===== config.mk =====
export PLATFORM = sky130hd
export DESIGN_NAME = vga_timing_gen_p
export DESIGN_NICKNAME = d
export VERILOG_FILES = /design/src/rtl/vga_timing_gen_p.sv
export SDC_FILE = /design/constraint.sdc
export NUM_CORES = 1
export LEC_CHECK = 0
export ABC_AREA = 1
export CAP_MARGIN = 20
export CORE_ASPECT_RATIO = 0.5
export CORE_MARGIN = 8
export CORE_UTILIZATION = 45
export CTS_CLUSTER_SIZE = 30
export DETAILED_ROUTE_END_ITERATION = 16
export PLACE_DENSITY = 0.78
export SLEW_MARGIN = 15
export SYNTH_ARGS = -nofsm -noshare
export SYNTH_HDL_FRONTEND = slang
export SYNTH_SLANG_ARGS = --single-unit

===== constraint.sdc =====
create_clock -name clk -period 2.6 [get_ports clk]
set_input_delay 0.52 -clock clk [delete_from_list [all_inputs] [get_ports clk]]
set_output_delay 0.52 -clock clk [all_outputs]
set_load 0.005 [all_outputs]

===== src/rtl/vga_timing_gen_p.sv =====
// ---------------------------------------------------------------------------
// vga_timing_gen_p
//   Parametrised raster timing generator for frame-buffer / ROM video paths.
//   Free-running H/V counters produce a linear read address for the pixel
//   memory. Sync, data-enable, raster position and frame markers travel
//   through a delay pipe whose length matches the memory read latency (LAT),
//   so they reach the outputs together with the returned pixel data.
//   The source image may be smaller than the raster by a power of two
//   (SCALE_SH); the address then repeats each source pixel/line.
//
// Ports
//   clk        in   1       clock
//   reset      in   1       synchronous, active-high reset (wins over pix_en)
//   pix_en     in   1       pixel strobe; all state advances only when 1
//   addr_o     out  ADDR_W  frame-buffer read address (registered)
//   addr_valid out  1       addr_o is an active-area fetch
//   h_sync     out  1       horizontal sync, level HS_POL when active
//   v_sync     out  1       vertical sync, level VS_POL when active
//   de         out  1       data enable, aligned with read data
//   x_pixel    out  CNT_W   horizontal position incl. blanking, aligned
//   y_pixel    out  CNT_W   vertical position incl. blanking, aligned
//   sof        out  1       first active pixel of a frame
//   eol        out  1       last active pixel of each active line
//   frame_cnt  out  16      completed-frame counter (not pipelined)
// ---------------------------------------------------------------------------
module vga_timing_gen_p #(
    parameter int H_ACTIVE = 640,
    parameter int H_FP     = 16,
    parameter int H_SYNC   = 96,
    parameter int H_BP     = 48,
    parameter int V_ACTIVE = 480,
    parameter int V_FP     = 10,
    parameter int V_SYNC   = 2,
    parameter int V_BP     = 33,
    parameter int HS_POL   = 0,
    parameter int VS_POL   = 0,
    parameter int LAT      = 1,
    parameter int SCALE_SH = 0,
    parameter int CNT_W    = 10,
    parameter int ADDR_W   = 19
) (
    input  logic              clk,
    input  logic              reset,
    input  logic              pix_en,
    output logic [ADDR_W-1:0] addr_o,
    output logic              addr_valid,
    output logic              h_sync,
    output logic              v_sync,
    output logic              de,
    output logic [CNT_W-1:0]  x_pixel,
    output logic [CNT_W-1:0]  y_pixel,
    output logic              sof,
    output logic              eol,
    output logic [15:0]       frame_cnt
);

    localparam int H_TOT = H_ACTIVE + H_FP + H_SYNC + H_BP;
    localparam int V_TOT = V_ACTIVE + V_FP + V_SYNC + V_BP;

    localparam logic [CNT_W-1:0] H_LAST     = CNT_W'(H_TOT - 1);
    localparam logic [CNT_W-1:0] V_LAST     = CNT_W'(V_TOT - 1);
    localparam logic [CNT_W-1:0] H_ACT      = CNT_W'(H_ACTIVE);
    localparam logic [CNT_W-1:0] V_ACT      = CNT_W'(V_ACTIVE);
    localparam logic [CNT_W-1:0] H_EOL      = CNT_W'(H_ACTIVE - 1);
    localparam logic [CNT_W-1:0] H_SYNC_ON  = CNT_W'(H_ACTIVE + H_FP);
    localparam logic [CNT_W-1:0] H_SYNC_OFF = CNT_W'(H_ACTIVE + H_FP + H_SYNC);
    localparam logic [CNT_W-1:0] V_SYNC_ON  = CNT_W'(V_ACTIVE + V_FP);
    localparam logic [CNT_W-1:0] V_SYNC_OFF = CNT_W'(V_ACTIVE + V_FP + V_SYNC);

    // Width of one source line in the frame buffer.
    localparam logic [ADDR_W-1:0] SRC_W = ADDR_W'(H_ACTIVE >> SCALE_SH);

    localparam logic HS_ON = (HS_POL != 0);
    localparam logic VS_ON = (VS_POL != 0);

    // Everything that must stay aligned with the returned pixel data.
    typedef struct packed {
        logic             act;
        logic             hs;
        logic             vs;
        logic [CNT_W-1:0] h;
        logic [CNT_W-1:0] v;
        logic             sof;
        logic             eol;
    } pipe_t;

    logic [CNT_W-1:0]  r_h;
    logic [CNT_W-1:0]  r_v;
    logic [15:0]       r_frame_cnt;
    logic [ADDR_W-1:0] r_addr;
    logic              r_addr_valid;
    pipe_t             r_pipe [0:LAT];

    logic              w_h_wrap;
    logic              w_v_wrap;
    pipe_t             w_stage0;
    logic [ADDR_W-1:0] w_addr;

    assign w_h_wrap = (r_h == H_LAST);
    assign w_v_wrap = (r_v == V_LAST);

    // Raster counters and frame counter.
    always_ff @(posedge clk) begin
        // NOTE: sequential state uses non-blocking assignments so every
        // register samples pre-edge values regardless of statement order.
        if (reset) begin
            r_h         <= '0;
            r_v         <= '0;
            r_frame_cnt <= '0;
        end else if (pix_en) begin
            if (w_h_wrap) begin
                r_h <= '0;
                if (w_v_wrap) begin
                    r_v         <= '0;
                    r_frame_cnt <= r_frame_cnt + 16'd1;
                end else begin
                    r_v <= r_v + CNT_W'(1);
                end
            end else begin
                r_h <= r_h + CNT_W'(1);
            end
        end
    end

    // Stage-0 decode of the current raster position and its fetch address.
    always_comb begin
        // NOTE: every combinational output gets a default first, so no path
        // through the block leaves a value unassigned (no latch).
        w_addr       = '0;
        w_stage0.act = (r_h < H_ACT) && (r_v < V_ACT);
        w_stage0.hs  = (r_h >= H_SYNC_ON) && (r_h < H_SYNC_OFF);
        w_stage0.vs  = (r_v >= V_SYNC_ON) && (r_v < V_SYNC_OFF);
        w_stage0.h   = r_h;
        w_stage0.v   = r_v;
        w_stage0.sof = (r_h == '0) && (r_v == '0);
        w_stage0.eol = (r_h == H_EOL) && (r_v < V_ACT);
        if (w_stage0.act) begin
            w_addr = ADDR_W'(r_v >> SCALE_SH) * SRC_W + ADDR_W'(r_h >> SCALE_SH);
        end
    end

    // Address register plus the latency-matching pipe. Stage 0 is loaded in
    // the same strobe as addr_o; stage LAT drives the outputs.
    always_ff @(posedge clk) begin
        if (reset) begin
            r_addr       <= '0;
            r_addr_valid <= 1'b0;
            // NOTE: the pipe array is reset explicitly: after a mid-frame
            // reset any stale de/sof/eol still in flight must be discarded.
            for (int i = 0; i <= LAT; i++) begin
                r_pipe[i] <= '0;
            end
        end else if (pix_en) begin
            r_addr       <= w_addr;
            r_addr_valid <= w_stage0.act;
            r_pipe[0]    <= w_stage0;
            for (int i = 1; i <= LAT; i++) begin
                r_pipe[i] <= r_pipe[i-1];
            end
        end
    end

    assign addr_o     = r_addr;
    assign addr_valid = r_addr_valid;
    assign de         = r_pipe[LAT].act;
    assign x_pixel    = r_pipe[LAT].h;
    assign y_pixel    = r_pipe[LAT].v;
    assign sof        = r_pipe[LAT].sof;
    assign eol        = r_pipe[LAT].eol;
    assign h_sync     = r_pipe[LAT].hs ? HS_ON : ~HS_ON;
    assign v_sync     = r_pipe[LAT].vs ? VS_ON : ~VS_ON;
    assign frame_cnt  = r_frame_cnt;

endmodule


After elaboration in Yosys (flattened, before gate mapping)
Memory sizes are Yosys's and may differ from the RTL's. Index checks and enable logic that the tools add are counted.

Flip-flop bits (word level): 56. Memory bits (writable): 50. Bits of input ports: 3. Logic and storage cells: 43. Memories: 1.

Memory list: r_pipe (words 2, width 25, rd ports 2, clocked after Yosys merged registers in 0, write ports 2, line 92) `pipe_t r_pipe [0:LAT];`.

Add/subtract/negate cells: 4. Multipliers: 1. $lt $le $gt $ge: 6. Equal/unequal tests: 3. Muxes and demuxes: 12. Bitwise logic cells: 2. Reduce and logical (&&, ||, !) cells: 9.

Operators by type and width (number): 25-bit two-way mux (2); 10-bit equality test (second input constant) (3); 10-bit by 1-bit adder with 10-bit output (second input constant) (2); 10-bit logical NOT (2); 10-bit < comparator (second input constant) (2); 10-bit by 9-bit < comparator with 1-bit output (second input constant) (2); 10-bit two-way mux (2); 19-bit by 10-bit adder with 19-bit output (1); 19-bit two-way mux (1); 16-bit by 1-bit adder with 16-bit output (second input constant) (1); 10-bit by 3-bit multiplier with 12-bit output (second input constant) (1); 10-bit greater-or-equal comparator (second input constant) (1); 10-bit by 9-bit greater-or-equal comparator with 1-bit output (second input constant) (1); 1-bit two-way mux (7); 1-bit logical AND (5); 3-bit AND reduction (1); 1-bit bitwise OR (2); 2-bit AND reduction (1).

Logic depth before layout (Yosys ltp)
Gate-level depths: netlist of run 1.

Depth in word-level cells: 4. Depth in mapped cells: 14. Mapped depth without buffers: 14.

Worst setup path after synthesis of run 1
OpenSTA, ideal clock, no wires.

Path kind: register -> register. Start point: register r_v[1]. End point: register r_addr[18] (netlist: addr_o[18]). Data arrival time: 2316 ps. Slack: 170 ps. Cell stages (with the launch flop): 13. Path buffers: 0. Path through: dfxtp_1 -> ha_1 -> ha_1 -> fa_1 -> nand2_1 -> nor2_1 -> nand2_1 -> a21oi_1 -> nand3_1 -> nor2_1 -> nand3_1 -> nand3_1 -> nand2_1.

Word-level cells in the longest chain between the ends: 3. Elaborated cells on any way between the ends: 5.

Ends and longest elaborated chain: start, declared (line 88) `logic [CNT_W-1:0] r_v;`; start signal, assigned (line 117) `r_v <= r_v + CNT_W'(1);`; 10-bit by 3-bit multiplier with 12-bit output or 10-bit by 9-bit < comparator with 1-bit output (tied branches) (line 138, 130); 19-bit by 10-bit adder with 19-bit output or 1-bit logical AND (tied branches) (line 138, 130); 19-bit two-way mux (*) (line 137) `if (w_stage0.act) begin`; end signal, assigned (line 154) `r_addr <= w_addr;`; end, declared (line 90) `logic [ADDR_W-1:0] r_addr;`.

Mark *: on every way between the ends. The rest lies on a longest branch, timed or not. A chain may end at the register's enable or synchronous reset.

Worst setup path in the final report of run 1
Ends and elaborated chain as after synthesis.

==> results_tabular.tex, run 1 <==
\begin{tabular}{lr}
\hline
Metric & Value \\
\hline
\multicolumn{2}{l}{\textbf{Timing}} \\
\quad Transition time of the tightest slew-check pin & 0.5283 ns \\
\quad Final worst-path setup slack & 0.1288 ns \\
\quad Post-route minimum period & 2.471 ns \\
\quad Setup violation total in the final timing report & 0 \\
\quad Clk\_skew & 0.008757 ns \\
\quad Fin crit share & 0.9505 \\
\quad Max Transition Viols Final & 0 \\
\quad WHS & 0.4525 ns \\
\quad Fmax & 404.7 MHz \\
\quad Number of hold-slack violations in the final timing report & 0 \\
\quad Remaining max-slew budget at the tightest pin & 0.6451 \\
\multicolumn{2}{l}{\textbf{Yosys}} \\
\quad Post-synth top flop & dfxtp\_1 \\
\quad Number of synthesized flops with an enable pin & 50 \\
\quad Area contributors post-synth & edfxtp\_1 28\%, dfxtp\_1 21\%, nand2\_1 10\%, nor2\_1 6.7\%, ha\_1 5.8\% \\
\quad Yosys cell types & 42 \\
\quad Number of instances in the synthesized netlist & 657 \\
\quad Number of warnings issued by yosys & 0 \\
\quad Seq/Total Area, Yosys & 0.4846 \\
\quad Area share of the leading cell type in the synthesized netlist & 0.2775 \\
\quad Count leader, synth & nand2\_1 \\
\quad Cell area after synthesis & 0.005411 mm\^{}2 \\
\quad Post-synthesis async set-or-reset flop share & 0 \\
\quad Flop and latch count out of synthesis & 106 \\
\quad Post-synthesis net count & 687 \\
\quad Syn Area/Cell & 8.237 um\^{}2 \\
\quad Most common library cells after synthesis & 150 x nand2\_1, 97 x nor2\_1, 76 x inv\_1, 56 x dfxtp\_1, 50 x edfxtp\_1 \\
\quad Library cell with the largest summed area after synthesis & edfxtp\_1 \\
\multicolumn{2}{l}{\textbf{Critical path}} \\
\quad Endpoint of the worst register-to-register path & addr\_o[18] \\
\quad Setup Crit Path Kind & reg -> reg \\
\quad Worst EP arrival & 2.71 ns \\
\quad Setup slack on the worst flop-to-flop path & 0.13 ns \\
\quad Required time reported for the critical path endpoint & 2.84 ns \\
\quad Critical path endpoint category & flop \\
\quad Top fanout value on the critical path & 3 \\
\quad Number of cells on the worst reg-to-reg path & 12 \\
\quad Reg-to-reg critical path startpoint & r\_v[1] \\
\quad Nature of the critical path startpoint & flop \\
\multicolumn{2}{l}{\textbf{Placement}} \\
\quad Cell Count Post-Placement & 864 \\
\quad IO buf count & 63 \\
\quad DP Wirelength & 8728 um \\
\quad Worst setup slack before clock tree synthesis & 0.08784 ns \\
\quad Gpl congestion & 0.8989 \\
\multicolumn{2}{l}{\textbf{Detailed routing}} \\
\quad Drt pass-1 iters & 6 \\
\quad Vias after detailed routing & 4301 \\
\quad Number of vias per cell & 4.882 \\
\quad Remaining DRCs & 0 \\
\quad Drt first-iter violations & 484 \\
\quad Wirelength, routed & 11780 um \\
\quad Average detailed-routed wire length per instance & 13.37 um \\
\quad Number of nets still failing antenna checks after routing & 0 \\
\multicolumn{2}{l}{\textbf{Global routing}} \\
\quad Global-route wire length before repair & 19550 um \\
\quad Largest net degree at the start of global routing & 44 \\
\quad Via count of the first global-routing pass & 4055 \\
\quad Antenna violations before repair & 0 \\
\quad All-layer global routing usage & 0.1499 \\
\quad Grt ovf & 0 \\
\multicolumn{2}{l}{\textbf{Clock tree}} \\
\quad Worst-path clk slew & 0.07 ns \\
\quad Root Buffer & clkbuf\_16 \\
\quad Clock tree from TritonCTS & built \\
\quad Sinks on Clock Net & 106 \\
\quad Clock Tree Buf Depth & 2 \\
\quad Number of CTS-inserted buffers & 9 \\
\quad Clock latency on the worst-skew pair & 0.35 ns \\
\quad Maximum level of the CTS H-tree & 3 \\
\quad CTS hold repair buffers & 0 \\
\multicolumn{2}{l}{\textbf{Power and ir drop}} \\
\quad Power Dens Cells & 509.4 mW/mm\^{}2 \\
\quad Leakage power summed over all cells & 0.002573 uW \\
\quad Worst vdd ir & 0.0003096 V \\
\quad Final total power & 3317 uW \\
\multicolumn{2}{l}{\textbf{Die}} \\
\quad Height of the die & 93.54 um \\
\quad I/O pins & 64 \\
\quad Die ar. & 0.01600 mm\^{}2 \\
\quad Core outline area & 0.01177 mm\^{}2 \\
\quad Standard-cell rows & 28 \\
\quad Initial cell density of the core & 0.4597 \\
\quad Die width & 171.1 um \\
\multicolumn{2}{l}{\textbf{Layout}} \\
\quad Layout Cells excl Fill & 881 \\
\quad Fill cells & 1081 \\
\quad Number of diodes added for antenna fixing & 0 \\
\quad P\&R area growth vs syn & 20.32\% \\
\quad Net count of the finished layout & 741 \\
\quad Ratio of cells with drive above 1 in the final layout & 0.08520 \\
\quad Util after Layout & 0.5531 \\
\multicolumn{2}{l}{\textbf{Outcome}} \\
\quad Outcome & complete, no violations \\
\multicolumn{2}{l}{\textbf{Run}} \\
\quad Max-cap violation count & 0 \\
\multicolumn{2}{l}{\textbf{Hold path}} \\
\quad Min-Delay Endpoint & addr\_valid \\
\quad Origin of the worst min-delay path & addr\_valid \\
\quad Tightest Hold Check Type & reg -> reg \\
\quad Cell depth of the worst min-delay path & 2 \\
\hline
\end{tabular}
==> cells by family after synthesis <==
group,Yosys count,synth area share
simple gates,321,0.2546
compound gates,61,0.06289
xor+xnor,21,0.03399
flops,106,0.4846
buf+inv,121,0.09873
fa+ha+maj,27,0.06520
==> cell usage in the layout (no fill, tap or decap), types with 2 or more instances in the layout <==
cell type        Yosys  routed
nand3_2              1       2
edfxtp_1            50      50
clkbuf_16            0       9
inv_6                0       3
nand2_1            150     150
ha_4                 0       2
a21oi_1             28      27
o21ai_0             20      20
nor2_2               2       2
nand2_2              4       4
nand3_1             31      30
dfxtp_2              0       2
fa_1                 2       2
nor2_4               1       2
inv_1               76      75
ha_1                25      23
clkinv_8             0       2
inv_2               12      13
nand4_1              7       7
nor3_1              14      14
nand3b_1             2       2
a211oi_1             3       3
xnor2_1              7       7
a22o_1               2       2
dfxtp_1             56      54
buf_12               0       2
buf_4               21      10
nor2_1              97      96
xor2_1              14      14
nor3_2               2       2
nor4_1               5       5
clkdlybuf4s50_1      0      63
==> cell type report <==
class	instances	area (um^2)	area share
Tap cell	165	206.4	0.03171
Sequential cell	106	2625	0.4032
Timing Repair Buffer	75	745.7	0.1145
Multi-Input combinational cell	430	2296	0.3526
Inverter	89	334.1	0.05131
Clock inverter	7	78.83	0.01211
Clock buffer	9	225.2	0.03459
==> worst max-delay path, stage by stage (launching register included) <==
cell     delay (ns)
dfxtp_1        0.39
ha_4           0.22
ha_4           0.16
fa_1           0.60
nand2_1        0.09
nor2_1         0.09
nand2_1        0.08
a21oi_2        0.22
nand3_2        0.15
nor2_4         0.14
nand3_1        0.07
nand3_1        0.08
nand2_1        0.06
==> report_power, final <==
part           internal, uW  switching, uW  leakage (uW)
registers              1790           13.4       0.00101
logic                  65.9           82.1       0.00142
clock network           686            682      0.000148
total                  2540            778       0.00257
==> routing by layer <==
metal | share of wire | vias to the layer above | wire [um] | global-route usage
met5 | 0 | - | 0 | 0
met4 | 0.014 | 0 | 161 | 0.04313
met3 | 0.063 | 15 | 742 | 0.03867
met2 | 0.44 | 121 | 5191 | 0.2368
met1 | 0.48 | 1958 | 5684 | 0.2005
li1 | - | 2207 | - | -
==> registers in the layout, summed over array words and instances, names as in the netlist <==
| signal | count |
|---|---|
| r_pipe | 50 |
| addr_o | 19 |
| frame_cnt | 16 |
| r_h | 10 |
| r_v | 10 |
| addr_valid | 1 |
==> worst max path at each step <==
stage	startpoint	end	slack, ns	cells after the start
3_3_place_gp	r_v[2]	addr_o[18]	0.15	11
5_1_grt	r_v[2]	addr_o[18]	-0.04	12
4_1_cts	r_v[1]	addr_o[18]	0.07	12
6_report	r_v[1]	addr_o[18]	0.13	12
3_5_place_dp	r_v[2]	addr_o[18]	0.09	11
2_1_floorplan	r_v[1]	addr_o[18]	0.17	12
==> metrics by stage <==
stage / TNS (ns) / cell area, um^2
after detailed placement: 0 / 6156
after global routing: -0.05726 / 6511
final: 0 / 6511
after floorplan: 0 / 5411
after global placement: 0 / 6156
after CTS: 0 / 6460
==> what timing repair did <==
action                                  CTS  global route
setup buffers                             0             1
endpoints found under the setup margin    0             2
resized for setup                         0             9
(Power assumes the default switching activity.)
==> run 2: changes to the inputs <==
--- a/config.mk
+++ b/config.mk
@@ -13,6 +13,7 @@
 export CTS_CLUSTER_SIZE = 30
 export DETAILED_ROUTE_END_ITERATION = 16
 export PLACE_DENSITY = 0.78
+export SETUP_SLACK_MARGIN = 0.1
 export SLEW_MARGIN = 15
 export SYNTH_ARGS = -nofsm -noshare
 export SYNTH_HDL_FRONTEND = slang
==> run 2 against run 1 <==
  * Global-route usage about the same
  * Count of clock-buffer cells in the layout is the same
  * Hold slack worse by 0.0012 ns
  * Critical endpoint unchanged
==> results_tabular.tex, run 2 (synthesis gave the netlist of run 1 again) <==
\begin{tabular}{lr}
\hline
Metric & Value \\
\hline
\multicolumn{2}{l}{\textbf{Die}} \\
\quad Core outline area & 0.01177 mm\^{}2 \\
\quad Die ar. & 0.01600 mm\^{}2 \\
\quad Height of the die & 93.54 um \\
\quad Initial cell density of the core & 0.4597 \\
\quad I/O pins & 64 \\
\quad Die width & 171.1 um \\
\quad Standard-cell rows & 28 \\
\multicolumn{2}{l}{\textbf{Detailed routing}} \\
\quad Remaining DRCs & 0 \\
\quad Vias after detailed routing & 4340 \\
\quad Number of vias per cell & 4.921 \\
\quad Drt pass-1 iters & 6 \\
\quad Wirelength, routed & 11810 um \\
\quad Drt first-iter violations & 471 \\
\quad Average detailed-routed wire length per instance & 13.38 um \\
\quad Number of nets still failing antenna checks after routing & 0 \\
\multicolumn{2}{l}{\textbf{Layout}} \\
\quad Commonest non-fill, non-tap cell in the layout & nand2\_1 \\
\quad Max reg flops & 50 \\
\quad Net count of the finished layout & 742 \\
\quad P\&R area growth vs syn & 20.58\% \\
\quad Final design instance area without fill & 0.006525 mm\^{}2 \\
\quad Register with the most flip-flops & r\_pipe \\
\quad Number of diodes added for antenna fixing & 0 \\
\quad Most used cells in the layout excluding fill and tap cells & 150 x nand2\_1, 96 x nor2\_1, 75 x inv\_1 \\
\quad Ratio of cells with drive above 1 in the final layout & 0.08926 \\
\multicolumn{2}{l}{\textbf{Placement}} \\
\quad Worst setup slack before clock tree synthesis & 0.08784 ns \\
\quad Gpl congestion & 0.8989 \\
\quad Area post-placement & 0.006156 mm\^{}2 \\
\quad DP Wirelength & 8728 um \\
\quad IO buf count & 63 \\
\multicolumn{2}{l}{\textbf{Outcome}} \\
\quad Outcome & complete, no violations \\
\multicolumn{2}{l}{\textbf{Power and ir drop}} \\
\quad Switching pwr & 774.6 uW \\
\quad Leakage power summed over all cells & 0.002575 uW \\
\quad Fraction of power spent switching nets & 0.2339 \\
\quad Worst vdd ir & 0.0003087 V \\
\quad Share of power burned in combinational logic & 0.045 \\
\quad Power Dens Cells & 507.6 mW/mm\^{}2 \\
\quad Cell internal power dissipation & 2538 uW \\
\quad Relative contribution of the clock network to total power & 0.412 \\
\quad Seq pwr share & 0.543 \\
\multicolumn{2}{l}{\textbf{Clock tree}} \\
\quad Root Buffer & clkbuf\_16 \\
\quad Clock tree from TritonCTS & built \\
\quad Maximum level of the CTS H-tree & 3 \\
\quad Number of CTS-inserted buffers & 9 \\
\quad Sinks on Clock Net & 106 \\
\quad Clock latency on the worst-skew pair & 0.35 ns \\
\quad Clock Tree Buf Depth & 2 \\
\quad Worst-path clk slew & 0.07 ns \\
\multicolumn{2}{l}{\textbf{Hold path}} \\
\quad Tightest Hold Check Type & reg -> reg \\
\multicolumn{2}{l}{\textbf{Timing}} \\
\quad Final worst-path setup slack & 0.1557 ns \\
\quad Fin crit share & 0.9401 \\
\quad WHS & 0.4512 ns \\
\quad Fmax & 409.1 MHz \\
\quad Clk\_skew & 0.007931 ns \\
\quad Transition time of the tightest slew-check pin & 0.5217 ns \\
\quad Total negative slack & 0 ns \\
\quad Max Transition Viols Final & 0 \\
\quad Post-route minimum period & 2.444 ns \\
\quad Number of hold-slack violations in the final timing report & 0 \\
\quad Remaining max-slew budget at the tightest pin & 0.6495 \\
\quad RSZ-0062 raised after global routing & true \\
\quad Setup violation total in the final timing report & 0 \\
\multicolumn{2}{l}{\textbf{Critical path}} \\
\quad Critical path endpoint category & flop \\
\quad Nature of the critical path startpoint & flop \\
\quad Required time reported for the critical path endpoint & 2.84 ns \\
\quad Top fanout value on the critical path & 3 \\
\quad Worst EP arrival & 2.68 ns \\
\quad Setup Crit Path Kind & reg -> reg \\
\multicolumn{2}{l}{\textbf{Global routing}} \\
\quad All-layer global routing usage & 0.1503 \\
\quad Global-route wire length before repair & 19600 um \\
\quad Grt ovf & 0 \\
\quad Via count of the first global-routing pass & 4060 \\
\quad Antenna violations before repair & 0 \\
\quad Largest net degree at the start of global routing & 44 \\
\multicolumn{2}{l}{\textbf{Run}} \\
\quad Max-cap violation count & 0 \\
\hline
\end{tabular}
==> run 2: layer usage <==
metal | routed length, um | vias up | GRT usage | part of all wire
met3 | 841 | 17 | 0.03867 | 0.071
met1 | 5584 | 1969 | 0.2010 | 0.47
met5 | 0 | - | 0 | 0
met4 | 174 | 0 | 0.04313 | 0.015
met2 | 5205 | 145 | 0.2375 | 0.44
li1 | - | 2209 | - | -
==> run 2: path summary, 6_finish.rpt <==
path	startpoint	to	slack, ns	cells past startpoint
setup / recovery	r_v[3]	addr_o[18]	0.16	12
hold / removal	addr_valid	addr_valid	0.45	2
setup reg to reg	r_v[3]	addr_o[18]	0.16	12
hold reg to reg	addr_valid	addr_valid	0.45	2
==> run 2: timing repair <==
item	CTS	global route
hold buffers	0	0
setup endpoints to repair	1	2
resized for setup	1	11
pin swaps	0	8
buffers inserted	0	2
==> run 2: layout make-up <==
type,instances,area [um^2]
Multi-Input combinational cell,430,2298
Timing Repair Buffer,76,753.2
Inverter,89,334.1
Sequential cell,106,2629
Fill cell,1079,5246
Clock inverter,7,78.83
Clock buffer,9,225.2
Tap cell,165,206.4
==> run 2: metrics by stage <==
stage | utilization | power [uW] | std cells
final | 0.5543 | 3312 | 882
after floorplan | - | 1927 | 657
after CTS | 0.5491 | 3345 | 880
after detailed placement | 0.5230 | 1990 | 864
after global placement | 0.5230 | 1986 | 864
after global routing | 0.5543 | 3437 | 882
==> run 2: critical path, stage by stage (launching register included) <==
cell     delay, ns
dfxtp_2       0.34
ha_4          0.24
ha_4          0.16
fa_1          0.59
nand2_1       0.08
nor2_1        0.10
nand2_1       0.09
a21oi_2       0.22
nand3_2       0.15
nor2_4        0.14
nand3_1       0.07
nand3_1       0.08
nand2_1       0.06
==> run 2: power by group through the flow <==
stage / Sequential (uW) / Clock [uW] / Combinational (uW)
after detailed placement: 1840 / 0 / 150
after global placement: 1840 / 0 / 148
after floorplan: 1840 / 0 / 88.5
after global routing: 1800 / 1470 / 163
final: 1800 / 1370 / 148
after CTS: 1800 / 1390 / 151
==> run 3: changes to the inputs <==
--- a/config.mk
+++ b/config.mk
@@ -10,6 +10,7 @@
 export CORE_ASPECT_RATIO = 0.5
 export CORE_MARGIN = 8
 export CORE_UTILIZATION = 45
+export CTS_CLUSTER_DIAMETER = 100
 export CTS_CLUSTER_SIZE = 30
 export DETAILED_ROUTE_END_ITERATION = 16
 export PLACE_DENSITY = 0.78
==> results of run 3 <==
Final layout, timing and power as in run 2 (identical DEF).
